**src/rtl/mem_access_ctrl.sv**
```systemverilog
// -----------------------------------------------------------------------------
// mem_access_ctrl
//   MEM-stage front end for the data memory. Each pipeline memory request goes
//   to one of three places:
//   - the synchronous-read dmem BRAM;
//   - the on-board MMIO page (LED register, synchronised switch inputs);
//   - nowhere, if it is misaligned. It is then flagged on `misalign` and
//     suppressed.
//   dmem loads stall the pipeline until the registered read data is ready. The
//   data is then presented on the response port for one cycle.
//
// Ports
//   clk, rst          clock, synchronous active-high reset
//   req_valid/we      request present; 1=store, 0=load
//   req_addr/wd       byte address, store data
//   req_dmtype        000 W, 001 H, 010 HU, 011 B, 100 BU
//   dmem_we/addr/wd/dmtype   dmem command; dmem_rd is the formatted read data
//   sw_in             raw asynchronous board switches
//   led_out           LED register
//   stall             freeze IF..MEM; req_* are held stable while high
//   misalign          one-cycle exception pulse; the access is not performed
//   resp_valid/rdata  load result toward MEM/WB
// -----------------------------------------------------------------------------
module mem_access_ctrl #(
    parameter logic [31:0] MMIO_BASE = 32'hFFFF_F000,
    parameter int unsigned LOAD_LAT  = 1,
    parameter int unsigned LED_W     = 16,
    parameter int unsigned SW_W      = 16
) (
    input  logic             clk,
    input  logic             rst,
    input  logic             req_valid,
    input  logic             req_we,
    input  logic [31:0]      req_addr,
    input  logic [31:0]      req_wd,
    input  logic [2:0]       req_dmtype,
    output logic             dmem_we,
    output logic [31:0]      dmem_addr,
    output logic [31:0]      dmem_wd,
    output logic [2:0]       dmem_dmtype,
    input  logic [31:0]      dmem_rd,
    input  logic [SW_W-1:0]  sw_in,
    output logic [LED_W-1:0] led_out,
    output logic             stall,
    output logic             misalign,
    output logic             resp_valid,
    output logic [31:0]      resp_rdata
);

    localparam int CNT_W = (LOAD_LAT > 1) ? $clog2(LOAD_LAT) : 1;

    localparam logic [2:0]  DT_W    = 3'b000;
    localparam logic [2:0]  DT_H    = 3'b001;
    localparam logic [2:0]  DT_HU   = 3'b010;
    localparam logic [11:0] OFF_LED = 12'h000;
    localparam logic [11:0] OFF_SW  = 12'h004;

    typedef enum logic [1:0] {
        S_IDLE,
        S_WAIT,
        S_DONE
    } state_t;

    state_t           state_q, state_d;
    logic [CNT_W-1:0] cnt_q, cnt_d;
    logic [31:0]      addr_q, addr_d;
    logic [31:0]      wd_q, wd_d;
    logic [2:0]       dmtype_q, dmtype_d;
    logic [31:0]      rdata_q, rdata_d;
    logic [LED_W-1:0] led_q, led_d;
    logic [SW_W-1:0]  sw_meta_q, sw_sync_q;

    logic        is_mmio;
    logic        is_misalign;
    logic        mmio_load;
    logic [11:0] mmio_off;
    logic [31:0] mmio_rdata;

    assign is_mmio  = (req_addr[31:12] == MMIO_BASE[31:12]);
    assign mmio_off = req_addr[11:0];

    // Misalignment is checked before MMIO decode, so a misaligned MMIO access
    // is suppressed as well.
    always_comb begin
        is_misalign = 1'b0;
        if (req_dmtype == DT_W)
            is_misalign = (req_addr[1:0] != 2'b00);
        else if (req_dmtype == DT_H || req_dmtype == DT_HU)
            is_misalign = req_addr[0];
    end

    // MMIO reads are zero-extended whatever the DMType. Unmapped offsets read
    // back as 0.
    always_comb begin
        mmio_rdata = 32'h0;
        case (mmio_off)
            OFF_LED: mmio_rdata = 32'(led_q);
            OFF_SW:  mmio_rdata = 32'(sw_sync_q);
            default: mmio_rdata = 32'h0;
        endcase
    end

    always_comb begin
        state_d     = state_q;
        cnt_d       = cnt_q;
        addr_d      = addr_q;
        wd_d        = wd_q;
        dmtype_d    = dmtype_q;
        rdata_d     = rdata_q;
        led_d       = led_q;
        stall       = 1'b0;
        misalign    = 1'b0;
        resp_valid  = 1'b0;
        dmem_we     = 1'b0;
        mmio_load   = 1'b0;
        dmem_addr   = req_addr;
        dmem_wd     = req_wd;
        dmem_dmtype = req_dmtype;

        case (state_q)
            S_IDLE: begin
                if (req_valid) begin
                    if (is_misalign) begin
                        misalign = 1'b1;
                    end else if (is_mmio) begin
                        if (req_we) begin
                            if (mmio_off == OFF_LED)
                                led_d = req_wd[LED_W-1:0];
                        end else begin
                            // Single-cycle MMIO load. rdata_q is also updated
                            // so the response holds this value afterwards.
                            mmio_load  = 1'b1;
                            resp_valid = 1'b1;
                            rdata_d    = mmio_rdata;
                        end
                    end else if (req_we) begin
                        dmem_we = 1'b1;
                    end else begin
                        // dmem load: keep a private copy of the request so
                        // the dmem address stays put while the BRAM answers.
                        stall    = 1'b1;
                        addr_d   = req_addr;
                        wd_d     = req_wd;
                        dmtype_d = req_dmtype;
                        cnt_d    = CNT_W'(LOAD_LAT - 1);
                        state_d  = S_WAIT;
                    end
                end
            end

            S_WAIT: begin
                dmem_addr   = addr_q;
                dmem_wd     = wd_q;
                dmem_dmtype = dmtype_q;
                stall       = 1'b1;
                if (cnt_q == '0) begin
                    rdata_d = dmem_rd;
                    state_d = S_DONE;
                end else begin
                    cnt_d = cnt_q - CNT_W'(1);
                end
            end

            S_DONE: begin
                // The pipeline still shows the same request this cycle. It
                // is retired here, not reissued.
                dmem_addr   = addr_q;
                dmem_wd     = wd_q;
                dmem_dmtype = dmtype_q;
                resp_valid  = 1'b1;
                state_d     = S_IDLE;
            end

            default: state_d = S_IDLE;
        endcase
    end

    assign resp_rdata = mmio_load ? mmio_rdata : rdata_q;
    assign led_out    = led_q;

    always_ff @(posedge clk) begin
        if (rst) begin
            state_q   <= S_IDLE;
            cnt_q     <= '0;
            addr_q    <= '0;
            wd_q      <= '0;
            dmtype_q  <= '0;
            rdata_q   <= '0;
            led_q     <= '0;
            sw_meta_q <= '0;
            sw_sync_q <= '0;
        end else begin
            state_q   <= state_d;
            cnt_q     <= cnt_d;
            addr_q    <= addr_d;
            wd_q      <= wd_d;
            dmtype_q  <= dmtype_d;
            rdata_q   <= rdata_d;
            led_q     <= led_d;
            sw_meta_q <= sw_in;
            sw_sync_q <= sw_meta_q;
        end
    end

endmodule

```
**config.mk**
```make
export PLATFORM = sky130hd
export DESIGN_NAME = mem_access_ctrl
export DESIGN_NICKNAME = d
export VERILOG_FILES = /design/src/rtl/mem_access_ctrl.sv
export SDC_FILE = /design/constraint.sdc
export NUM_CORES = 1
export LEC_CHECK = 0
export ABC_AREA = 1
export BUFFER_PORTS_ARGS = -buffer_cell sky130_fd_sc_hd__buf_4
export CAP_MARGIN = 10
export CELL_PAD_IN_SITES_DETAIL_PLACEMENT = 2
export CELL_PAD_IN_SITES_GLOBAL_PLACEMENT = 2
export CORE_ASPECT_RATIO = 1.1
export CORE_UTILIZATION = 27
export CTS_BUF_LIST = sky130_fd_sc_hd__clkbuf_8
export CTS_CLUSTER_SIZE = 10
export DETAILED_ROUTE_END_ITERATION = 6
export GPL_TIMING_DRIVEN = 1
export HOLD_SLACK_MARGIN = 0.12
export PLACE_DENSITY = 0.8
export SYNTH_ARGS = -nofsm -noshare
export SYNTH_HDL_FRONTEND = slang
export SYNTH_SLANG_ARGS = --single-unit
```
**constraint.sdc**
```tcl
create_clock -name clk -period 1.85 [get_ports clk]
set_input_delay 0.0925 -clock clk [delete_from_list [all_inputs] [get_ports clk]]
set_output_delay 0.0925 -clock clk [all_outputs]
set_load 0.01 [all_outputs]
```
==> impl_results.md, run 1 <==
* Crit path cell chain: inv_2 -> ha_4 -> buf_4 -> nand3_1 -> nand2_1 -> nand2_1 -> buf_12 -> nor2_1 -> nor2_1
* Vias in the first global route at 11,700
* CTS H-Tree Depth at 4
* Largest net degree at the start of global routing at 60
* Hold Path Class: in2reg
* Setup Viol. Count Final at 147
* #FFs+latches synth at around 150
* Delay-heaviest family, CP: simple AND/OR/NAND/NOR gates
* # port buffers at approximately 240
* # nets final at roughly 1,800
* Slowest cell on the critical path: buf_4
* Total Power at 11.5 mW
* Syn_nets at 1,375
* Initial Util at 0.278
* RSZ-0062 raised after global routing: true
* Slew HR at 0.542
* Seq/Total Area, Yosys at 0.393
* Max VDD drop at 0.000551 V
* Synth Area in Adders at 0.00495
* Area Overhead vs Synth at 84.8%
* Syn Inst Count at approximately 1,300
* Endpoints failing hold at 0
* Gr ovfl total at 0
* Post-Synth Simple-Gate Area at 0.409
* Clock power share at 0.248
* Fin crit period at 2.23 ns
* Cell Pwr Density at 819 mW/mm2
* Clock transition at the registers of the reported paths at 0.11 ns
* Die width at 162 um
* Crit path max fanout at 34
* Int Pwr at 6.78 mW
* Final slew viol count at 0
* FF+latch area at 0.00299 mm2
* Max frequency at between 400 and 500 MHz
* DR iter-0 viols at 594
* Io pins at 238
* Residual DRC at 0
* Syn Std Cell Area at 0.00758 mm2
* CTS tree: yes
* Inst Count DP at about 1,800
* Die Area at 0.0288 mm2
* Row count at 63
* Fin worst setup slack at -0.381 ns
* Startpoint Class: register
* Routed WL at a little under 60 mm
* Pre-CTS setup slack at -0.0902 ns
* Largest family of logic cells by synthesized area: simple AND/OR/NAND/NOR gates
* Switching Fraction at 0.410
* Tot GR Track Use at 0.328
* Mapped Avg Cell Area at 6.05 um2
* XOR/XNOR share of the synthesized area at 0
* Design Area, Final at 0.0140 mm2
* Area of placed instances at approximately 0.0098 mm2
* Clk_skew at 0.0255 ns
* Worst skew pair latency at 0.50 ns
* Comb power frac at 0.436
* Leak at 7.39 nW
* Post-synth cell types at 27
* Core area at 0.0273 mm2
* Vias at 10,600
* Final GP Congestion at around 0.79
* 1st-pass router iterations at 5
* Post-synthesis mux area share at 0
* Synth Area in Compound Gates at 0.0574
* Synth warnings at 0
* Sequential power share at 0.316
* Reg2reg start: state_q[1]
* Hold Crit Start: req_addr[30]
* Share of cells above drive strength 1 at 0.335
* Final antenna-violating net count at 0
* Crit Path Category: reg2reg
* Setup TNS at -26.51 ns
* Fin cells at around 2,000
* Hpwl dp at 21.0 mm
* Initial antenna violation count at 1
* Failing checks: negative setup slack
* Clock Root Buffer: clkbuf_8
* Worst Tran Pin Value at between 0.6 and 0.7 ns
* Worst Setup SP: state_q[1]
* Worst path bufs/invs at 3
* Avg WL per Cell at 29.1 um
* Status: finished with violations
* Max-cap violations at 0
* Area of the multi-input gates at 0.00484 mm2
* TritonCTS Buffers at 17
* Via density per instance at about 5.3
* Fillers at roughly 3,000
* CP required at 2.22 ns
* Period utilization at 1.21
* WP data arrival at 2.60 ns
* Clk buf depth at 2
* First-pass GRT wire length at 70.8 mm
* CP max stage delay at 0.41 ns
* Worst Setup End Kind: register
* Net Sw Power at 4.70 mW
* Clk sink count at 149
* Die H at 178 um
==> placed cells by master (no fill, tap or decap), types with 4 or more instances in the layout <==
master,netlist,routed
o21ai_2,0,39
clkinv_4,0,4
o21ai_4,0,41
buf_12,0,28
inv_8,0,6
nor2_1,294,278
nand2_1,322,247
dlygate4sd3_1,0,116
clkinv_8,0,4
clkbuf_8,0,17
nand2_4,0,61
nand2_2,2,14
nor2_4,2,12
buf_16,0,17
o21ai_1,2,5
nand3_1,134,134
dfxtp_1,149,147
buf_6,5,70
buf_8,0,5
buf_4,6,204
inv_1,165,163
clkbuf_16,0,4
nor2_2,2,8
==> Yosys cell counts, drive strengths merged <==
cell / n / area, um2
a21oi: 2 / 10.0
and2: 1 / 6.26
buf: 49 / 275
clkbuf: 31 / 116
clkinv: 1 / 3.75
dfxtp: 149 / 2980
ha: 3 / 37.5
inv: 168 / 631
nand2: 324 / 1220
nand3: 135 / 681
nor2: 298 / 1140
nor3: 4 / 36.3
nor3b: 1 / 7.51
o21ai: 85 / 425
or2: 2 / 12.5
==> tightest hold or removal path, cell delays in order <==
cell	delay [ns]
buf_4	0.13
nand2_1	0.06
nor3_1	0.06
nand3_1	0.14
a21oi_1	0.11
nor2_1	0.12
==> flip-flops by register name (all words and copies together) (netlist names) <==
signal and cells:
state_q 2, addr_q 32, wd_q 32, sw_sync_q 16, dmtype_q 3, led_out 16, sw_meta_q 16, rdata_q 32
==> metal layers <==
metal | track usage | up-vias | wire (um)
met5 | 0 | - | 0
met4 | 0.174 | 0 | 3920
met3 | 0.0372 | 234 | 2310
met2 | 0.640 | 518 | 31200
met1 | 0.340 | 5330 | 20900
li1 | - | 4553 | -
==> what timing repair did <==
| item | 4_1_cts | 5_1_grt |
|---|---|---|
| setup endpoints to repair | 146 | 146 |
| buffers inserted | 33 | 14 |
| gates resized for setup | 332 | 183 |
| hold endpoints to repair | 131 | 0 |
| cloned | 23 | 4 |
| hold buffers | 116 | 0 |
| pin swaps | 69 | 46 |
==> final cells by class <==
type | instances | area share
multi-input cells | 855 | 0.346
repair buffers | 444 | 0.334
flip-flops and latches | 149 | 0.213
inverters | 169 | 0.0461
well taps | 357 | 0.0319
clock buffers | 17 | 0.0167
clock inverters | 15 | 0.0125
diodes | 1 | 0.000178
==> power by group through the flow <==
stage	combinational (mW)	sequential, mW	clock, mW
finish	5.01	3.63	2.85
global route	5.14	3.63	3.00
CTS	4.17	3.52	2.72
detailed placement	2.33	3.57	0
global placement	2.28	3.56	0
floorplan	1.17	3.54	0
==> metrics by stage <==
step,hold WS (ns),utilization
2_1_floorplan,0.199,-
3_3_place_gp,0.297,0.360
3_5_place_dp,0.306,0.360
4_1_cts,0.183,0.486
5_1_grt,0.316,0.514
6_report,0.275,0.514
==> cells by family (layout without fill, tap and decap cells) <==
logic type                 after synthesis  in the layout
and+or+nand+nor                        765            765
AOI/OAI and AO/OA                       87             87
other                                    0              1
DFF                                    149            149
adders and majority gates                3              3
buffers and inverters                  249            645
==> worst paths after layout <==
path	cells past startpoint	to	slack, ns
worst max-delay path	9	rdata_q[31]	-0.38
worst min-delay path	6	state_q[1]	0.27
worst max register to register	9	rdata_q[31]	-0.38
worst min register to register	2	sw_sync_q[8]	0.45
Power figures use the tool's default switching activity.
==> run 2, diff against run 1 <==
Settings changed: PLACE_DENSITY 0.8 to default, PLACE_DENSITY_LB_ADDON from default to 0.05.
==> run 2 against run 1 <==
The flow still finishes with violations (negative setup slack). Via count down 8.4%. Combinational power down 13%. Wire length down 26%. Flip-flop and latch count unchanged. First-iteration DRC count down 40%. Cell count down 0.45%. Sequential share of layout area up 0.93 points. Sequential power down 1%. Critical path type is now reg2out. Largest power group unchanged. Highest routed layer unchanged.
==> impl_results.md, run 2 (synthesis gave the netlist of run 1 again) <==
* Grt met2 use at 0.526 (was 0.640)
* Fin crit period at 2.25 ns (was 2.23 ns)
* CP required at 1.76 ns (was 2.22 ns)
* CTS H-Tree Depth at 4 (unchanged)
* Slew HR at 0.681 (was 0.542)
* Period utilization at 1.22 (was 1.21)
* Max frequency at 444 MHz (was 448 MHz)
* Fin worst setup slack at -0.400 ns (was -0.381 ns)
* Initial Util at 0.278 (unchanged)
* Worst Tran Pin Value at 0.479 ns (was 0.685 ns)
* Final slew viol count at 0 (unchanged)
* Gr busiest metal: met2 (unchanged)
* Largest net degree at the start of global routing at 60 (unchanged)
* Tot GR Track Use at 0.280 (was 0.328)
* Final antenna-violating net count at 0 (unchanged)
* GR Layer Usage met3 at 0.0570 (was 0.0372)
* # port buffers at 237 (unchanged)
* Clk buf depth at 2 (unchanged)
* Startpoint Class: register (unchanged)
* Core area at 0.0273 mm2 (unchanged)
* Max VDD drop at 0.000401 V (was 0.000551 V)
* Pre-CTS setup slack at 0.0246 ns (was -0.0902 ns)
* Die width at 162 um (unchanged)
* Worst Setup End Kind: primary output (was register)
* DR iter-0 viols at 355 (was 594)
* Failing checks: negative setup slack (unchanged)
* Crit path top cell by count: buf_12
* Hpwl dp at 20.7 mm (was 21.0 mm)
* Die H at 178 um (unchanged)
* CTS tree: yes (unchanged)
* # nets final at 1,748 (was 1,758)
* Setup Viol. Count Final at 102 (was 147)
* Crit path cell chain: inv_2 -> ha_4 -> inv_6 -> nor3_4 -> nand2_2 -> clkinv_4 -> buf_12 -> buf_12 -> nand2_4 -> o21ai_2 -> buf_4 (was inv_2 -> ha_4 -> buf_4 -> nand3_1 -> nand2_1 -> nand2_1 -> buf_12 -> nor2_1 -> nor2_1)
* Crit path max fanout at 7 (was 34)
* Max-cap violations at 0 (unchanged)
* Die Area at 0.0288 mm2 (unchanged)
* Clock Root Buffer: clkbuf_8 (unchanged)
* Avg WL per Cell at 21.7 um (was 29.1 um)
* TritonCTS Buffers at 17 (unchanged)
* Slowest cell on the critical path: dfxtp_2 (was buf_4)
* Vias in the first global route at 10,800 (was 11,700)
* Area Overhead vs Synth at 77.1% (was 84.8%)
* Clk sink count at 149 (unchanged)
* Via density per instance at 4.87 (was 5.30)
* Commonest non-fill, non-tap cell in the layout: nor2_1 (unchanged)
* Final GP Congestion at 0.772 (was 0.791)
* Share of cells above drive strength 1 at 0.318 (was 0.335)
* Clock transition at the registers of the reported paths at 0.10 ns (was 0.11 ns)
* CP max stage delay at 0.35 ns (was 0.41 ns)
* 1st-pass router iterations at 5 (unchanged)
* Routed WL at 43.3 mm (was 58.3 mm)
* Endpoints failing hold at 0 (unchanged)
* Clk_skew at 0.0187 ns (was 0.0255 ns)
* Row count at 63 (unchanged)
* WP data arrival at 2.16 ns (was 2.60 ns)
* RSZ-0062 raised after global routing: true (unchanged)
* Crit Path Category: reg2out (was reg2reg)
* Leak at 7.29 nW (was 7.39 nW)
* Grt met1 use at 0.309 (was 0.340)
* Status: finished with violations (unchanged)
* Io pins at 238 (unchanged)
* Hold Path Class: in2reg (unchanged)
* Initial antenna violation count at 2 (was 1)
* First-pass GRT wire length at 61.5 mm (was 70.8 mm)
* Gr ovfl total at 0 (unchanged)
* Most frequent cells in the layout: nor2_1 (292), nand2_1 (242), buf_4 (231) (was nor2_1 (278), nand2_1 (247), buf_4 (204))
* Setup TNS at -19.08 ns (was -26.51 ns)
* Largest registers: addr_q (32), rdata_q (32), wd_q (32) (unchanged)
* Residual DRC at 0 (unchanged)
* Vias at 9,737 (was 10,600)
* Cell Pwr Density at 799 mW/mm2 (was 819 mW/mm2)
* Worst skew pair latency at 0.50 ns (about the same)
## run 2: area by class of cell
cell class | instances | area [um2]
clock buffer | 17 | 234
antenna | 2 | 5.00
inverter | 169 | 647
multi-input combinational | 855 | 4540
clock inverter | 15 | 175
timing repair buffer | 434 | 4400
tap | 357 | 447
fill | 3105 | 13800
sequential | 149 | 2990
## run 2: report_power, final
group          internal (mW)  switching, mW  leakage, nW
Combinational           2.12           2.24         5.87
Sequential              3.41          0.181         1.22
Clock                   1.03           1.75        0.203
## run 2: path summary, 6_finish.rpt
| kind | start | end | slack, ns | depth (start not counted) |
|---|---|---|---|---|
| worst min-delay path | req_we | state_q[0] | 0.24 | 6 |
| worst max register to register | state_q[1] | rdata_q[3] | -0.01 | 10 |
| worst min register to register | sw_meta_q[1] | sw_sync_q[1] | 0.39 | 2 |
| worst max-delay path | state_q[0] | resp_rdata[13] | -0.40 | 11 |
## run 2: critical path: cells and delay by family (launching register included)
| kind | cells | cell delay [ns] |
|---|---|---|
| AO/OA/AOI/OAI | 1 | 0.09 |
| adder cells (fa/ha/maj) | 1 | 0.18 |
| buffers and inverters | 6 | 0.65 |
| flip-flops | 1 | 0.35 |
| AND/OR/NAND/NOR | 3 | 0.38 |
## run 2: per-layer routing
layer	wire [um]	part of all wire	up-vias
met2	23400	0.54	260
li1	-	-	4530
met3	1730	0.040	79
met1	17000	0.39	4868
met4	1260	0.029	0
met5	0	0	-
## run 2: through the flow
step                      instances   util  hold slack [ns]  instance area [um2]  power (mW)
after floorplan                1253      -            0.199                 7580        4.72
after global placement         1798  0.363            0.296                 9890        5.88
after detailed placement       1798  0.363            0.301                 9890        5.93
after CTS                      1998  0.477            0.122                13000        10.3
after global routing           1998  0.493            0.246                13400        11.2
final                          1998  0.493            0.236                13400        10.7
## run 2: repair_timing
| action | in CTS | in global routing |
|---|---|---|
| gates resized for setup | 284 | 131 |
| buffers inserted | 31 | 8 |
| setup endpoints to repair | 96 | 107 |
| endpoints found under the hold margin | 137 | 0 |
| cloned | 19 | 0 |
| hold buffers | 120 | 0 |
| pin swaps | 85 | 27 |
==> run 3, diff against run 2 <==
Settings changed: REMOVE_ABC_BUFFERS from default to 1.
==> run 3 against run 2 <==
Register-to-register slack improved by 0.06 ns. Critical path depth fell by 1. Clock skew rose by 0.012 ns. First-iteration DRC count rose by 0.56%. The run still ends with negative setup slack left.
==> impl_results.md, run 3 (synthesis gave the netlist of run 1 again) <==
* Failing checks: negative setup slack (unchanged)
* Worst skew pair latency at 0.48 ns (was 0.50 ns)
* Initial antenna violation count at 3 (was 2)
* Crit Path Category: reg2out (unchanged)
* Final GP Congestion at 0.749 (was 0.772)
* CP max stage delay at 0.34 ns (was 0.35 ns)
* Routed WL at 42.5 mm (was 43.3 mm)
* Period utilization at 1.12 (was 1.22)
* Worst Setup SP: state_q[0] (unchanged)
* WHS Path Cells at 7 (was 6)
* Fin crit period at 2.06 ns (was 2.25 ns)
* Hold Crit Start: req_we (unchanged)
* Most frequent cells in the layout: nor2_1 (285), nand2_1 (241), buf_4 (230) (was nor2_1 (292), nand2_1 (242), buf_4 (231))
* Gr ovfl total at 0 (unchanged)
* Commonest non-fill, non-tap cell in the layout: nor2_1 (unchanged)
* Number of cells on the worst reg-to-reg path at 9 (was 10)
* Setup Viol. Count Final at 96 (was 102)
* Worst Setup End Kind: primary output (unchanged)
* Inst Count DP at 1,806 (was 1,798)
* Share of cells above drive strength 1 at 0.325 (was 0.318)
* Crit path cell chain: inv_2 -> ha_4 -> inv_4 -> nor3_4 -> nand2_4 -> clkinv_8 -> clkbuf_16 -> nand2_2 -> o21ai_1 -> buf_4 (was inv_2 -> ha_4 -> inv_6 -> nor3_4 -> nand2_2 -> clkinv_4 -> buf_12 -> buf_12 -> nand2_4 -> o21ai_2 -> buf_4)
* Residual DRC at 0 (unchanged)
* Max VDD drop at 0.000367 V (was 0.000401 V)
* Slowest cell on the critical path: dfxtp_2 (unchanged)
* Clk sink count at 149 (unchanged)
* Tot GR Track Use at 0.244 (was 0.280)
* Die width at 162 um (unchanged)
* Max frequency at 484 MHz (was 444 MHz)
* Clock transition at the registers of the reported paths at 0.10 ns (about the same)
* Fin cells at 2,000 (was 1,998)
* Status: finished with violations (unchanged)
* Crit path max fanout at 7 (unchanged)
* Avg WL per Cell at 21.3 um (was 21.7 um)
* Worst Tran Pin Value at 0.634 ns (was 0.479 ns)
* CTS tree: yes (unchanged)
* # port buffers at 237 (unchanged)
* Via density per instance at 4.89 (was 4.87)
* Vias in the first global route at 10,200 (was 10,800)
* FF-to-FF setup slack at 0.05 ns (was -0.01 ns)
* DR iter-0 viols at 357 (was 355)
* Clk_skew at 0.0310 ns (was 0.0187 ns)
* First-pass GRT wire length at 54.7 mm (was 61.5 mm)
* 1st-pass router iterations at 4 (was 5)
* CP required at 1.76 ns (about the same)
* Pre-CTS setup slack at -0.0445 ns (was 0.0246 ns)
* Endpoints failing hold at 0 (unchanged)
* Clock Root Buffer: clkbuf_8 (unchanged)
* Worst path bufs/invs at 5 (was 6)
* Delay-heaviest family, CP: buffers and inverters (unchanged)
* WP data arrival at 1.97 ns (was 2.16 ns)
* Startpoint Class: register (unchanged)
* TritonCTS Buffers at 17 (unchanged)
* Worst min-delay path endpoint: addr_q[1] (was state_q[0])
* Core area at 0.0273 mm2 (unchanged)
* Area of placed instances at 0.00988 mm2 (was 0.00989 mm2)
* Leak at 7.16 nW (was 7.29 nW)
* Reg-to-Reg End: rdata_q[4] (was rdata_q[3])
* Reg2reg start: state_q[0] (was state_q[1])
* Area Overhead vs Synth at 78.1% (was 77.1%)
* Largest registers: addr_q (32), rdata_q (32), wd_q (32) (unchanged)
* Fin worst setup slack at -0.214 ns (was -0.400 ns)
* Die Area at 0.0288 mm2 (unchanged)
* Hold Path Class: in2reg (unchanged)
* Final antenna-violating net count at 0 (unchanged)
* Initial Util at 0.278 (unchanged)
* Final slew viol count at 0 (unchanged)
* Clk buf depth at 2 (unchanged)
* Io pins at 238 (unchanged)
* Die H at 178 um (unchanged)
* RSZ-0062 raised after global routing: true (unchanged)
* Total Power at 10.9 mW (was 10.7 mW)
* Slew HR at 0.576 (was 0.681)
* Largest net degree at the start of global routing at 53 (was 60)
* Max-cap violations at 0 (unchanged)
* Design Area, Final at 0.0135 mm2 (was 0.0134 mm2)
* Vias at 9,778 (was 9,737)
* Row count at 63 (unchanged)
* Hpwl dp at 21.1 mm (was 20.7 mm)
* Cell Pwr Density at 804 mW/mm2 (was 799 mW/mm2)
* CTS H-Tree Depth at 4 (unchanged)
* # nets final at 1,750 (was 1,748)
-- run 3: layout make-up --
class	count	area (um2)
Fill cell	3050	13800
Multi-Input combinational cell	855	4540
Timing Repair Buffer	436	4450
Sequential cell	149	2990
Inverter	169	652
Tap cell	357	447
Clock buffer	19	262
Clock inverter	13	171
Antenna cell	2	5.00
-- run 3: worst max-delay path by stage --
stage | slack [ns] | to | cells past startpoint
floorplan | -1.79 | stall | 5
global placement | 0.06 | resp_rdata[15] | 11
detailed placement | -0.04 | resp_rdata[3] | 11
CTS | -0.11 | resp_rdata[0] | 10
global route | -0.30 | resp_rdata[13] | 10
finish | -0.21 | resp_rdata[13] | 10
-- run 3: worst register-to-register path, cell delays in order, from the launching register on --
cell and delay, ns:
dfxtp_2 0.34, inv_2 0.08, ha_4 0.16, buf_4 0.14, nand3_1 0.23, nand2_1 0.20
nand2_2 0.14, buf_12 0.19, nor2_1 0.16, nor2_1 0.08
-- run 3: power breakdown --
part | internal (mW) | total (mW) | switching (mW)
Sequential | 3.41 | 3.57 | 0.161
Clock | 1.43 | 2.90 | 1.48
Combinational | 2.11 | 4.38 | 2.28
-- run 3: repair_timing --
action / in CTS / in global routing
resized for setup: 116 / 293
setup endpoints to repair: 102 / 110
buffers inserted: 15 / 6
gates cloned: 8 / 21
hold buffers: 116 / 0
hold endpoints to repair: 132 / 0
pin swaps: 21 / 72
-- run 3: metal layers --
metal | track usage | wire, um
met1 | 0.291 | 17500
met2 | 0.446 | 22200
met3 | 0.0379 | 1640
met4 | 0.0778 | 1090
met5 | 0 | 13
-- run 3: through the flow --
step,hold slack [ns],TNS [ns],utilization
global placement,0.294,0,0.362
CTS,0.205,-5.49,0.444
detailed placement,0.303,-0.342,0.362
finish,0.270,-8.91,0.495
global route,0.288,-15.81,0.495
floorplan,0.164,-306.10,-
